### src/rtl/cpu_halt_dump_controller.sv
// Halt sequencer and data-memory arbiter: passes CPU traffic through until the
// all-zero halt instruction, drains, then streams every data-memory word out.
module cpu_halt_dump_controller #(
   parameter int MEM_WORDS    = 64,
   parameter int DRAIN_CYCLES = 19
) (
   input  logic        clk,
   input  logic        rst_n,
   input  logic [31:0] cpu_instr,
   input  logic [31:0] cpu_dm_a,
   input  logic        cpu_dm_we,
   input  logic [31:0] cpu_dm_wd,
   output logic [31:0] dm_a,
   output logic        dm_we,
   output logic [31:0] dm_wd,
   input  logic [31:0] dm_rd,
   output logic        cpu_stall,
   output logic        dump_valid,
   input  logic        dump_ready,
   output logic [31:0] dump_index,
   output logic [31:0] dump_data,
   output logic        done,
   output logic [31:0] run_cycles,
   output logic [1:0]  state
);

   localparam int IDX_W = $clog2(MEM_WORDS) + 1;
   localparam int DRN_W = $clog2(DRAIN_CYCLES) + 1;

   localparam logic [IDX_W-1:0] IDX_LAST = IDX_W'(MEM_WORDS - 1);
   localparam logic [IDX_W-1:0] IDX_ONE  = IDX_W'(1);
   localparam logic [DRN_W-1:0] DRN_LAST = DRN_W'(DRAIN_CYCLES);
   localparam logic [DRN_W-1:0] DRN_ONE  = DRN_W'(1);

   typedef enum logic [1:0] {
      S_RUN   = 2'd0,
      S_DRAIN = 2'd1,
      S_DUMP  = 2'd2,
      S_DONE  = 2'd3
   } state_t;

   state_t           state_q;
   logic [IDX_W-1:0] idx_q;
   logic [DRN_W-1:0] drain_cnt_q;
   logic [31:0]      run_cycles_q;
   logic             pass_through;

   // Dump handshake: a word moves on any rising edge where dump_valid and
   // dump_ready are both high; while dump_ready is low the word holds steady.
   always_ff @(posedge clk or negedge rst_n) begin
      if (!rst_n) begin
         state_q      <= S_RUN;
         idx_q        <= '0;
         drain_cnt_q  <= '0;
         run_cycles_q <= '0;
      end else begin
         case (state_q)
            S_RUN: begin
               if (run_cycles_q != '1) begin
                  run_cycles_q <= run_cycles_q + 32'd1;
               end
               if (cpu_instr == 32'd0) begin
                  state_q     <= S_DRAIN;
                  drain_cnt_q <= DRN_ONE;
               end
            end
            S_DRAIN: begin
               // Later halt words are ignored; the drain count never restarts.
               if (drain_cnt_q == DRN_LAST) begin
                  state_q <= S_DUMP;
                  idx_q   <= '0;
               end else begin
                  drain_cnt_q <= drain_cnt_q + DRN_ONE;
               end
            end
            S_DUMP: begin
               if (dump_ready) begin
                  if (idx_q == IDX_LAST) begin
                     state_q <= S_DONE;
                  end else begin
                     idx_q <= idx_q + IDX_ONE;
                  end
               end
            end
            S_DONE: begin
               state_q <= S_DONE;
            end
            default: begin
               state_q <= S_RUN;
            end
         endcase
      end
   end

   assign pass_through = (state_q == S_RUN) || (state_q == S_DRAIN);

   assign dm_a       = pass_through ? cpu_dm_a : (32'(idx_q) << 2);
   assign dm_we      = pass_through & cpu_dm_we;
   assign dm_wd      = pass_through ? cpu_dm_wd : 32'd0;
   assign cpu_stall  = ~pass_through;
   assign dump_valid = (state_q == S_DUMP);
   assign dump_index = 32'(idx_q);
   assign dump_data  = dump_valid ? dm_rd : 32'd0;
   assign done       = (state_q == S_DONE);
   assign run_cycles = run_cycles_q;
   assign state      = state_q;

endmodule

### config.mk
export PLATFORM = sky130hd
export DESIGN_NAME = cpu_halt_dump_controller
export DESIGN_NICKNAME = d
export VERILOG_FILES = /design/src/rtl/cpu_halt_dump_controller.sv
export SDC_FILE = /design/constraint.sdc
export NUM_CORES = 1
export LEC_CHECK = 0
export BUFFER_PORTS_ARGS = -buffer_cell sky130_fd_sc_hd__buf_4
export CORE_AREA = 4 4 114 116
export DETAILED_ROUTE_END_ITERATION = 6
export DIE_AREA = 0 0 118 120
export MAX_ROUTING_LAYER = met4
export PLACE_DENSITY = 0.72
export RECOVER_POWER = 50
export SYNTH_ARGS = -nofsm -noshare
export SYNTH_HDL_FRONTEND = slang
export SYNTH_SLANG_ARGS = --single-unit
### constraint.sdc
create_clock -name clk -period 2.66 [get_ports clk]
set_clock_uncertainty 0.15 [all_clocks]
set_input_delay 0.133 -clock clk [delete_from_list [all_inputs] [get_ports clk]]
set_output_delay 0.133 -clock clk [all_outputs]
set_load 0.1 [all_outputs]
==> results of run 1 <==
[state kept, by name (all words and copies together) (netlist names)]
name         count
idx_q            7
state            2
drain_cnt_q      6
run_cycles      32
[placed cells by master (no fill, tap or decap), drive strengths merged]
master | synthesis | final
nand3b | 1 | 1
nand2 | 26 | 26
mux2 | 8 | 8
nor2 | 9 | 9
and3 | 9 | 9
a21oi | 4 | 4
dlygate4sd3 | 0 | 2
nor3b | 3 | 3
xnor2 | 15 | 15
a41oi | 2 | 2
nor3 | 13 | 13
ha | 3 | 3
a2bb2oi | 2 | 2
clkinvlp | 0 | 1
nand3 | 20 | 20
clkbuf | 13 | 47
or2 | 2 | 2
a31oi | 4 | 4
nor4 | 13 | 13
or4 | 2 | 2
buf | 27 | 232
o21a | 1 | 1
o21ba | 1 | 1
mux2i | 1 | 1
a22o | 2 | 2
nand4 | 10 | 10
and2 | 36 | 36
o21ai | 11 | 11
conb | 1 | 25
and4 | 5 | 5
a21boi | 2 | 2
nor2b | 60 | 60
o21bai | 1 | 1
xor2 | 15 | 15
o311ai | 1 | 1
o31ai | 1 | 1
nand2b | 3 | 3
dfrtp | 47 | 47
inv | 4 | 6
[worst max-delay path: stages (launching register included)]
cell and delay (ps):
dfrtp_4 470, buf_4 710, mux2_2 420, buf_4 230
[metrics by stage]
| step | hold slack [ps] | utilization | TNS [ps] |
|---|---|---|---|
| finish | 331.9 | 0.4633 | 0 |
| global route | 359.2 | 0.4633 | 0 |
| CTS | 263.6 | 0.4774 | 0 |
| detailed placement | 32.35 | 0.4629 | 0 |
| global placement | 29.55 | 0.4629 | 0 |
| floorplan | -312.6 | - | -3452 |
[layer usage]
| metal | track usage | up-vias | part of all wire |
|---|---|---|---|
| li1 | - | 1779 | - |
| met1 | 0.2387 | 1698 | 0.43 |
| met2 | 0.3090 | 159 | 0.50 |
| met3 | 0.03157 | 16 | 0.056 |
| met4 | 0.05421 | 0 | 0.021 |
| met5 | - | - | 0 |
[kinds of logic (layout without fill, tap and decap cells)]
logic type	count (synthesis)	in the layout	synth area share
compound gates	32	32	0.06440
xor+xnor	30	30	0.07955
fa+ha+maj	3	3	0.01136
buf+inv	44	288	0.08182
flops	47	47	0.3561
mux	9	9	0.03030
other cells	1	25	0.001135
simple gates	212	212	0.3754
[cell usage after synthesis, types with 3 or more instances]
cell type,n
and2_1,36
nor4_1,12
nor3_1,13
buf_4,26
o21ai_0,8
and3_1,8
nor3b_1,3
nand3_1,20
ha_1,3
o21ai_1,3
mux2_2,7
and4_1,3
nand2_1,26
a31oi_1,4
a21oi_1,4
nand4_1,10
inv_1,3
xor2_1,15
clkbuf_1,13
dfrtp_1,47
xnor2_1,15
nor2b_1,60
nor2_1,8
nand2b_1,3
[area by class of cell]
cell class	instances	area, µm²	share of cell area
clock inverters	3	27.53	0.004988
well taps	147	183.9	0.03333
inverters	4	15.01	0.002720
repair buffers	276	1921	0.3480
flip-flops and latches	47	1181	0.2140
clock buffers	5	125.1	0.02267
multi-input cells	311	2066	0.3743
[how the worst max path moves through the flow]
stage / to / slack [ps] / startpoint / depth (start not counted)
6_report: dm_a[6] / 230 / state[1] / 3
3_3_place_gp: dm_a[5] / 580 / state[1] / 3
2_1_floorplan: dump_data[22] / -300 / state[0] / 4
4_1_cts: dm_a[5] / 230 / state[1] / 3
3_5_place_dp: dm_a[7] / 540 / state[1] / 3
5_1_grt: dm_a[5] / 140 / state[1] / 3
[where the power goes]
group / internal (µW) / total [µW] / leakage (µW) / switching, µW
Clock: 359 / 649 / 0.0000723 / 290
Combinational: 219 / 842 / 0.00204 / 623
Sequential: 714 / 714 / 0.000624 / 0.0321
Total: 1290 / 2210 / 0.00274 / 914
[timing repair]
item,4_1_cts,5_1_grt
hold buffers,2,0
endpoints found under the hold margin,48,0
buffers inserted,0,0
==> out/metrics.csv, run 1 <==
stage,metric,value,unit
logic_synthesis,yosysUniqueCellTypes,47,
die,die_area,14160,µm²
place,placedInstanceArea,5514,µm²
sta,timing.fmax,411.4,MHz
critical_path,crit_required,2380,ps
logic_synthesis,synth_ff_type,dfrtp_1,
critical_path,worstPathArrival,2150,ps
hold_path,hp-start,cpu_instr[7],
logic_synthesis,synth_area_leaders,"dfrtp_1 36%, nor2b_1 11%, and2_1 6.8%, buf_4 5.9%, xnor2_1 4.0%",
power_and_ir_drop,total_power,2205,µW
critical_path,path_class,flop to primary output,
die,rows,40,
power_and_ir_drop,ir_drop,0.3339,mV
logic_synthesis,synthArstFlopShare,1.000,
route,drtIter0Drc,108,
clocking,clk-insertion-delay-late,290,ps
die,fp.dieW,118,µm
logic_synthesis,synth_warnings,0,
sta,worstMarginPinSlew,1273,ps
clocking,cts_max_level,2,
critical_path,worstRegToRegCells,5,
place,placed_cells,783,
sta,finalSetupViolCount,0,
critical_path,reg2reg_to,run_cycles[8],
route,drtAntennaViolNets,0,
status,status,finished clean,
cells_and_area,syn_to_final_growth,67.08,%
die,core,11910,µm²
critical_path,r2r_slack,400,ps
sta,min_period,2431,ps
cells_and_area,antenna_cells,0,
route,num_vias,3652,
place,place_congestion,0.9532,
place,hpwl,11890,µm
sta,rsz0062_at_grt,false,
place,place_ws,536.4,ps
logic_synthesis,avgSynthCellArea,8.739,µm²
hold_path,hp-class,input port to flop,
critical_path,r2r-start,run_cycles[3],
global_routing,grt_first_pass_wirelength,20630,µm
global_routing,grt_pass1_vias,3683,
logic_synthesis,synth_top_area_cell,dfrtp_1,
clocking,cts_root_buf,clkbuf_16,
cells_and_area,drive_gt1_frac,0.4814,
cells_and_area,final_area,5519,µm²
global_routing,grt-ovfl-total,0,
sta,slew_headroom,0.1547,
route,drc,0,
critical_path,cp-start-kind,flop,
critical_path,crit_fanout,67,
clocking,clkTransAtPathRegs,70,ps
hold_path,whs_endpoint,drain_cnt_q[5],
sta,period_share,0.9138,
global_routing,grt_max_degree,68,
die,ioPinCount,298,
clocking,clock-sinks,47,
critical_path,end_kind,primary output,
die,die_h,120,µm
logic_synthesis,netlist_instances,378,
route,drt-total-wl,13960,µm
logic_synthesis,syn-cell-area,3303,µm²
job,max_cap_violations,0,
logic_synthesis,synth_seq_cells,47,
global_routing,grtUsageTotal,0.1876,
logic_synthesis,synth_edf_count,0,
place,portBuffers,272,
logic_synthesis,ys_seq_area_frac,0.3561,
clocking,cts_resized,0,
cells_and_area,fin_nets,780,
clocking,cts_tree,built,
power_and_ir_drop,cellPowerDensity,399.5,nW/µm²
route,wl_per_cell,17.61,µm
route,via_per_inst,4.605,
die,start_util,0.2773,
power_and_ir_drop,p_leak,0.002739,µW
clocking,clockBufferDepth,2,
sta,hold_violations,0,
cells_and_area,layout.cells.non_filler,793,
sta,fin_ws,229.3,ps
route,dr.pass1.iters,4,
hold_path,hold_path_depth,6,
cells_and_area,fillCellCount,1160,
clocking,cts_buffers,5,
sta,drv_slew,0,
global_routing,antenna_found_initial,0,
logic_synthesis,yosysTopAreaCellShare,0.3561,
(Power assumes the default switching activity.)
==> run 2: changes to the inputs <==
--- a/config.mk
+++ b/config.mk
@@ -10,7 +10,7 @@
 export DETAILED_ROUTE_END_ITERATION = 6
 export DIE_AREA = 0 0 118 120
 export MAX_ROUTING_LAYER = met4
-export PLACE_DENSITY = 0.72
+export PLACE_DENSITY = 0.68
 export RECOVER_POWER = 50
 export SYNTH_ARGS = -nofsm -noshare
 export SYNTH_HDL_FRONTEND = slang
==> run 2 against run 1 <==
Against the previous run:
- register-to-register slack is essentially flat
- core utilization fell by 0.18 points
- via count decreased by 0.30%
- first-iteration DRC count fell by 29%
- combinational power is 2% lower
- die area unchanged
- clock-buffer cell count stayed put
- sequential power is essentially flat
- largest cell class unchanged
==> out/metrics.csv, run 2 (same netlist as run 1, synthesis figures left out) <==
stage,metric,value,unit,change
sta,slew_headroom,0.1428,,-0.01195
sta,finalSetupViolCount,0,,unchanged
sta,rsz0062_at_grt,false,,
sta,min_period,2368,ps,-62.25 ps
critical_path,worstPathArrival,2090,ps,-60 ps
power_and_ir_drop,pwr-share-clk,0.319,,+0.025
critical_path,crit_fanout,28,,-58%
die,start_util,0.2773,,unchanged
route,drtIter0Drc,77,,-29%
global_routing,grtUsageTotal,0.1762,,-0.01143
clocking,clk-insertion-delay-late,290,ps,about the same
cells_and_area,fillCellCount,1180,,+1.7%
power_and_ir_drop,cellPowerDensity,411.2,nW/µm²,+2.9%
sta,hold_violations,0,,unchanged
job,max_cap_violations,0,,unchanged
cells_and_area,largest_register_ffs,32,,unchanged
die,rows,40,,unchanged
clocking,clkTransAtPathRegs,60,ps,about the same
sta,worstMarginPinSlew,1291,ps,+18.00 ps
route,num_vias,3641,,-0.30%
clocking,cts_tree,built,,
cells_and_area,fin_nets,781,,+0.13%
power_and_ir_drop,ir_drop,0.3120,mV,-6.6%
power_and_ir_drop,seqPwrFrac,0.316,,-0.008
clocking,clockBufferDepth,2,,unchanged
sta,period_share,0.8904,,-0.02340
route,drtAntennaViolNets,0,,unchanged
critical_path,cp-start-kind,flop,,
place,hpwl,11000,µm,-7.5%
global_routing,antenna_found_initial,0,,unchanged
global_routing,grt-ovfl-total,0,,unchanged
route,dr.pass1.iters,4,,unchanged
global_routing,grt_pass1_vias,3780,,+2.6%
cells_and_area,drive_gt1_frac,0.4853,,+0.003893
power_and_ir_drop,p_sw,892.2,µW,-2.4%
cells_and_area,layout_common_cells,"207 x buf_4, 48 x nor2b_2, 46 x dfrtp_1",,
clocking,clock-sinks,47,,unchanged
power_and_ir_drop,switching_share,0.3946,,-0.01977
power_and_ir_drop,combPwrFrac,0.365,,-0.017
place,portBuffers,272,,unchanged
cells_and_area,antenna_cells,0,,unchanged
route,drc,0,,unchanged
clocking,postCtsSetupBuffers,0,,unchanged
cells_and_area,syn_to_final_growth,66.44,%,
status,status,finished clean,,
route,drt-total-wl,13070,µm,-6.4%
route,via_per_inst,4.586,,-0.43%
global_routing,grt_first_pass_wirelength,19780,µm,-4.1%
critical_path,crit_required,2380,ps,about the same
sta,timing.fmax,422.2,MHz,+2.6%
sta,drv_slew,0,,unchanged
critical_path,end_kind,primary output,,
place,place_congestion,0.8806,,-7.6%
die,core,11910,µm²,unchanged
power_and_ir_drop,p_leak,0.002746,µW,+0.23%
die,die_area,14160,µm²,unchanged
power_and_ir_drop,intPower,1369,µW,+6.0%
die,fp.dieW,118,µm,unchanged
route,wl_per_cell,16.46,µm,-6.5%
clocking,cts_max_level,2,,unchanged
cells_and_area,final_common_cell,buf_4,,
global_routing,grt_max_degree,66,,-2.9%
clocking,cts_root_buf,clkbuf_16,,
hold_path,hp-class,input port to flop,,
critical_path,path_class,flop to primary output,,
die,die_h,120,µm,unchanged
die,ioPinCount,298,,unchanged
clocking,cts_buffers,5,,unchanged
power_and_ir_drop,total_power,2261,µW,+2.5%
sta,fin_tns_setup,0,ps,unchanged
## run 2: changes by cell type in the layout (fill, tap and decap cells not counted), sizes merged
cell and delta:
buf -24, bufinv +1, clkbuf +25, inv -1
## run 2: layout make-up
| class | count | area (µm²) | area share |
|---|---|---|---|
| sequential | 47 | 1177 | 0.2142 |
| multi-input combinational | 311 | 2071 | 0.3767 |
| clock inverter | 3 | 46.29 | 0.008421 |
| inverter | 4 | 15.01 | 0.002731 |
| clock buffer | 5 | 125.1 | 0.02276 |
| timing repair buffer | 277 | 1879 | 0.3418 |
| tap | 147 | 183.9 | 0.03345 |
## run 2: stage by stage
| step | hold slack [ps] | instance area (µm²) | setup WS [ps] | utilization | cells |
|---|---|---|---|---|---|
| 3_5_place_dp | 32.74 | 5534 | 535.9 | 0.4646 | 784 |
| 4_1_cts | 266.7 | 5725 | 385.3 | 0.4807 | 794 |
| 6_report | 321.3 | 5498 | 291.6 | 0.4616 | 794 |
| 5_1_grt | 368.2 | 5498 | 133.0 | 0.4616 | 794 |
| 3_3_place_gp | 28.76 | 5534 | 602.5 | 0.4646 | 784 |
| 2_1_floorplan | -312.6 | 3527 | -298.1 | - | 402 |
## run 2: metal layers
layer	up-vias	track usage	routed length, µm
met1	1688	0.2100	5295
li1	1778	-	-
met3	16	0.02922	695
met2	159	0.3158	6883
met4	0	0.03516	197
met5	-	-	0
## run 2: path summary, 6_finish.rpt
kind                                   to  cells past startpoint  slack (ps)            from
setup / recovery            dump_data[25]                      5         290        state[1]
hold / removal                   state[0]                      6         320   cpu_instr[31]
setup reg to reg           drain_cnt_q[4]                      6         410  drain_cnt_q[0]
hold reg to reg            run_cycles[31]                      1         360  run_cycles[31]
max in group asynchronous   run_cycles[0]                      2        1110           rst_n
min in group asynchronous  run_cycles[10]                      2         470           rst_n
## run 2: repair_timing
| action | 4_1_cts | 5_1_grt |
|---|---|---|
| hold buffers | 2 | 0 |
| resized for setup | 0 | 0 |
| endpoints found under the hold margin | 48 | 0 |
## run 2: power by group through the flow
stage               combinational [µW]  clock (µW)  sequential, µW
floorplan                          617           0             728
global placement                   835           0             728
detailed placement                 838           0             728
CTS                                842         735             714
global route                       850         761             714
finish                             825         721             714
## run 2: critical path, cell delays in order (launching register included)
cell	delay, ps
dfrtp_1	610
nand2b_1	240
inv_2	190
buf_4	270
and2_2	190
buf_4	280
==> run 3: changes to the inputs <==
--- a/config.mk
+++ b/config.mk
@@ -12,6 +12,7 @@
 export MAX_ROUTING_LAYER = met4
 export PLACE_DENSITY = 0.68
 export RECOVER_POWER = 50
+export REMOVE_ABC_BUFFERS = 1
 export SYNTH_ARGS = -nofsm -noshare
 export SYNTH_HDL_FRONTEND = slang
 export SYNTH_SLANG_ARGS = --single-unit
==> run 3 against run 2 <==
Against the previous run:
- setup slack gained 5.2 ps
- clock-buffer cell count grew 2
- wire length grew 3.8%
- critical path type unchanged
==> out/metrics.csv, run 3 (same netlist as run 1, synthesis figures left out) <==
stage,metric,value,unit,change
clocking,clock-sinks,47,,unchanged
route,via_per_inst,4.641,,+1.2%
critical_path,r2r_slack,440,ps,+30 ps
route,drtIter0Drc,274,,+260%
sta,fin_ws,296.8,ps,+5.193 ps
die,die_h,120,µm,unchanged
route,wl_per_cell,17.05,µm,+3.5%
sta,drv_slew,0,,unchanged
critical_path,path_class,flop to primary output,,
cells_and_area,layout_common_cells,"219 x buf_4, 60 x nor2b_1, 46 x dfrtp_1",,
cells_and_area,final_common_cell,buf_4,,
global_routing,grtUsageTotal,0.1834,,+0.007223
sta,min_period,2363,ps,-5.193 ps
global_routing,grt_pass1_vias,3783,,+0.079%
hold_path,hold_path_depth,6,,unchanged
critical_path,startpoint,state[0],,
clocking,clkTransAtPathRegs,60,ps,about the same
global_routing,grt_first_pass_wirelength,20540,µm,+3.8%
sta,whs,325.5,ps,+4.178 ps
critical_path,r2r-start,drain_cnt_q[0],,
critical_path,worstSetupEndpoint,dump_data[3],,
sta,finalSetupViolCount,0,,unchanged
cells_and_area,drive_gt1_frac,0.3929,,-0.09240
clocking,cts_max_level,2,,unchanged
route,num_vias,3694,,+1.5%
job,max_cap_violations,0,,unchanged
die,die_area,14160,µm²,unchanged
clocking,cts_root_buf,clkbuf_16,,
sta,period_share,0.8884,,-0.001952
cells_and_area,antenna_cells,0,,unchanged
power_and_ir_drop,p_leak,0.002685,µW,-2.2%
die,ioPinCount,298,,unchanged
cells_and_area,fin_nets,783,,+0.26%
critical_path,crit_family,buffers and inverters,,
place,place_ws,530.8,ps,-5.125 ps
critical_path,worstRegToRegCells,6,,unchanged
clocking,cts_buffers,5,,unchanged
hold_path,hp-class,input port to flop,,
clocking,cts_tree,built,,
critical_path,cp-start-kind,flop,,
critical_path,reg2reg_to,drain_cnt_q[0],,
critical_path,cp_cell_sequence,nand2b_1 > inv_1 > buf_4 > and2_1 > buf_4,,
critical_path,critPathBufInv,3,,unchanged
critical_path,crit_slowest_cell,dfrtp_1,,
critical_path,crit_top_cell,buf_4,,
global_routing,antenna_found_initial,0,,unchanged
clocking,postCtsSetupBuffers,0,,unchanged
cells_and_area,syn_to_final_growth,62.50,%,
place,place_congestion,0.8617,,-2.1%
critical_path,end_kind,primary output,,
route,dr.pass1.iters,4,,unchanged
clocking,clk-insertion-delay-late,280,ps,about the same
sta,slew_headroom,0.2021,,+0.05931
critical_path,crit_required,2380,ps,about the same
critical_path,worstPathArrival,2080,ps,about the same
power_and_ir_drop,ir_drop,0.3667,mV,+18%
sta,worstMarginPinSlew,1202,ps,-89.35 ps
cells_and_area,largest_register_ffs,32,,unchanged
critical_path,cpPeakStageDelay,460,ps,-150 ps
critical_path,crit_cells,5,,unchanged
die,start_util,0.2773,,unchanged
global_routing,grt_max_degree,67,,+1.5%
global_routing,grt-ovfl-total,0,,unchanged
status,status,finished clean,,
sta,hold_violations,0,,unchanged
route,drtAntennaViolNets,0,,unchanged
route,drt-total-wl,13570,µm,+3.8%
critical_path,crit_fanout,21,,-25%
route,drc,0,,unchanged
die,core,11910,µm²,unchanged
place,portBuffers,272,,unchanged
die,rows,40,,unchanged
power_and_ir_drop,cellPowerDensity,403.6,nW/µm²,-1.9%
clocking,clockBufferDepth,2,,unchanged
die,fp.dieW,118,µm,unchanged
sta,rsz0062_at_grt,false,,
place,hpwl,11560,µm,+5.1%
sta,timing.fmax,423.1,MHz,+0.22%
==> run 3: worst register-to-register path, cell delays in order (launching register included) <==
cell and delay [ps]:
dfrtp_1 420, ha_1 250, nand2_1 80, nor4_1 510, nor2b_1 250, o21ba_1 330, mux2i_1 90
==> run 3: cell type report <==
type                            instances  area (µm²)
Timing Repair Buffer                  279        1902
Fill cell                            1214        6544
Multi-Input combinational cell        311        1938
Tap cell                              147       183.9
Sequential cell                        47        1177
Inverter                                4       15.01
Clock inverter                          1       8.758
Clock buffer                            7       142.6
==> run 3: worst min-delay path by stage <==
| stage | start | to | slack [ps] |
|---|---|---|---|
| final | cpu_instr[15] | drain_cnt_q[5] | 330 |
| after global routing | cpu_instr[6] | state[0] | 360 |
| after CTS | rst_n | run_cycles[2] | 280 |
| after detailed placement | rst_n | run_cycles[2] | 30 |
| after global placement | rst_n | run_cycles[13] | 20 |
| after floorplan | rst_n | drain_cnt_q[0] | -310 |
==> run 3: power breakdown <==
group	total, µW	switching, µW	internal [µW]	leakage, µW
Sequential	715	0.0359	715	0.000625
Clock	631	255	376	0.0000741
Combinational	820	616	205	0.00199
Total	2170	871	1300	0.00268
==> run 3: routing by layer <==
| layer | global-route usage | up-vias | share of wire |
|---|---|---|---|
| li1 | - | 1785 | - |
| met1 | 0.2038 | 1728 | 0.36 |
| met2 | 0.3442 | 168 | 0.56 |
| met3 | 0.04147 | 13 | 0.070 |
| met4 | 0.02491 | 0 | 0.011 |
| met5 | - | - | 0 |
==> run 3: repair_timing <==
action | 4_1_cts | 5_1_grt
endpoints found under the hold margin | 48 | 0
resized for setup | 0 | 0
setup endpoints to repair | 0 | 0
hold buffers | 2 | 0
==> run 3: through the flow <==
| step | setup TNS (ps) | std cells | instance area [µm²] | total power [µW] | util |
|---|---|---|---|---|---|
| 6_report | 0 | 796 | 5368 | 2166 | 0.4506 |
| 5_1_grt | 0 | 796 | 5368 | 2239 | 0.4506 |
| 4_1_cts | 0 | 796 | 5574 | 2195 | 0.4680 |
| 3_5_place_dp | 0 | 786 | 5403 | 1555 | 0.4536 |
| 3_3_place_gp | 0 | 786 | 5403 | 1552 | 0.4536 |
| 2_1_floorplan | -234720 | 362 | 3138 | 1304 | - |
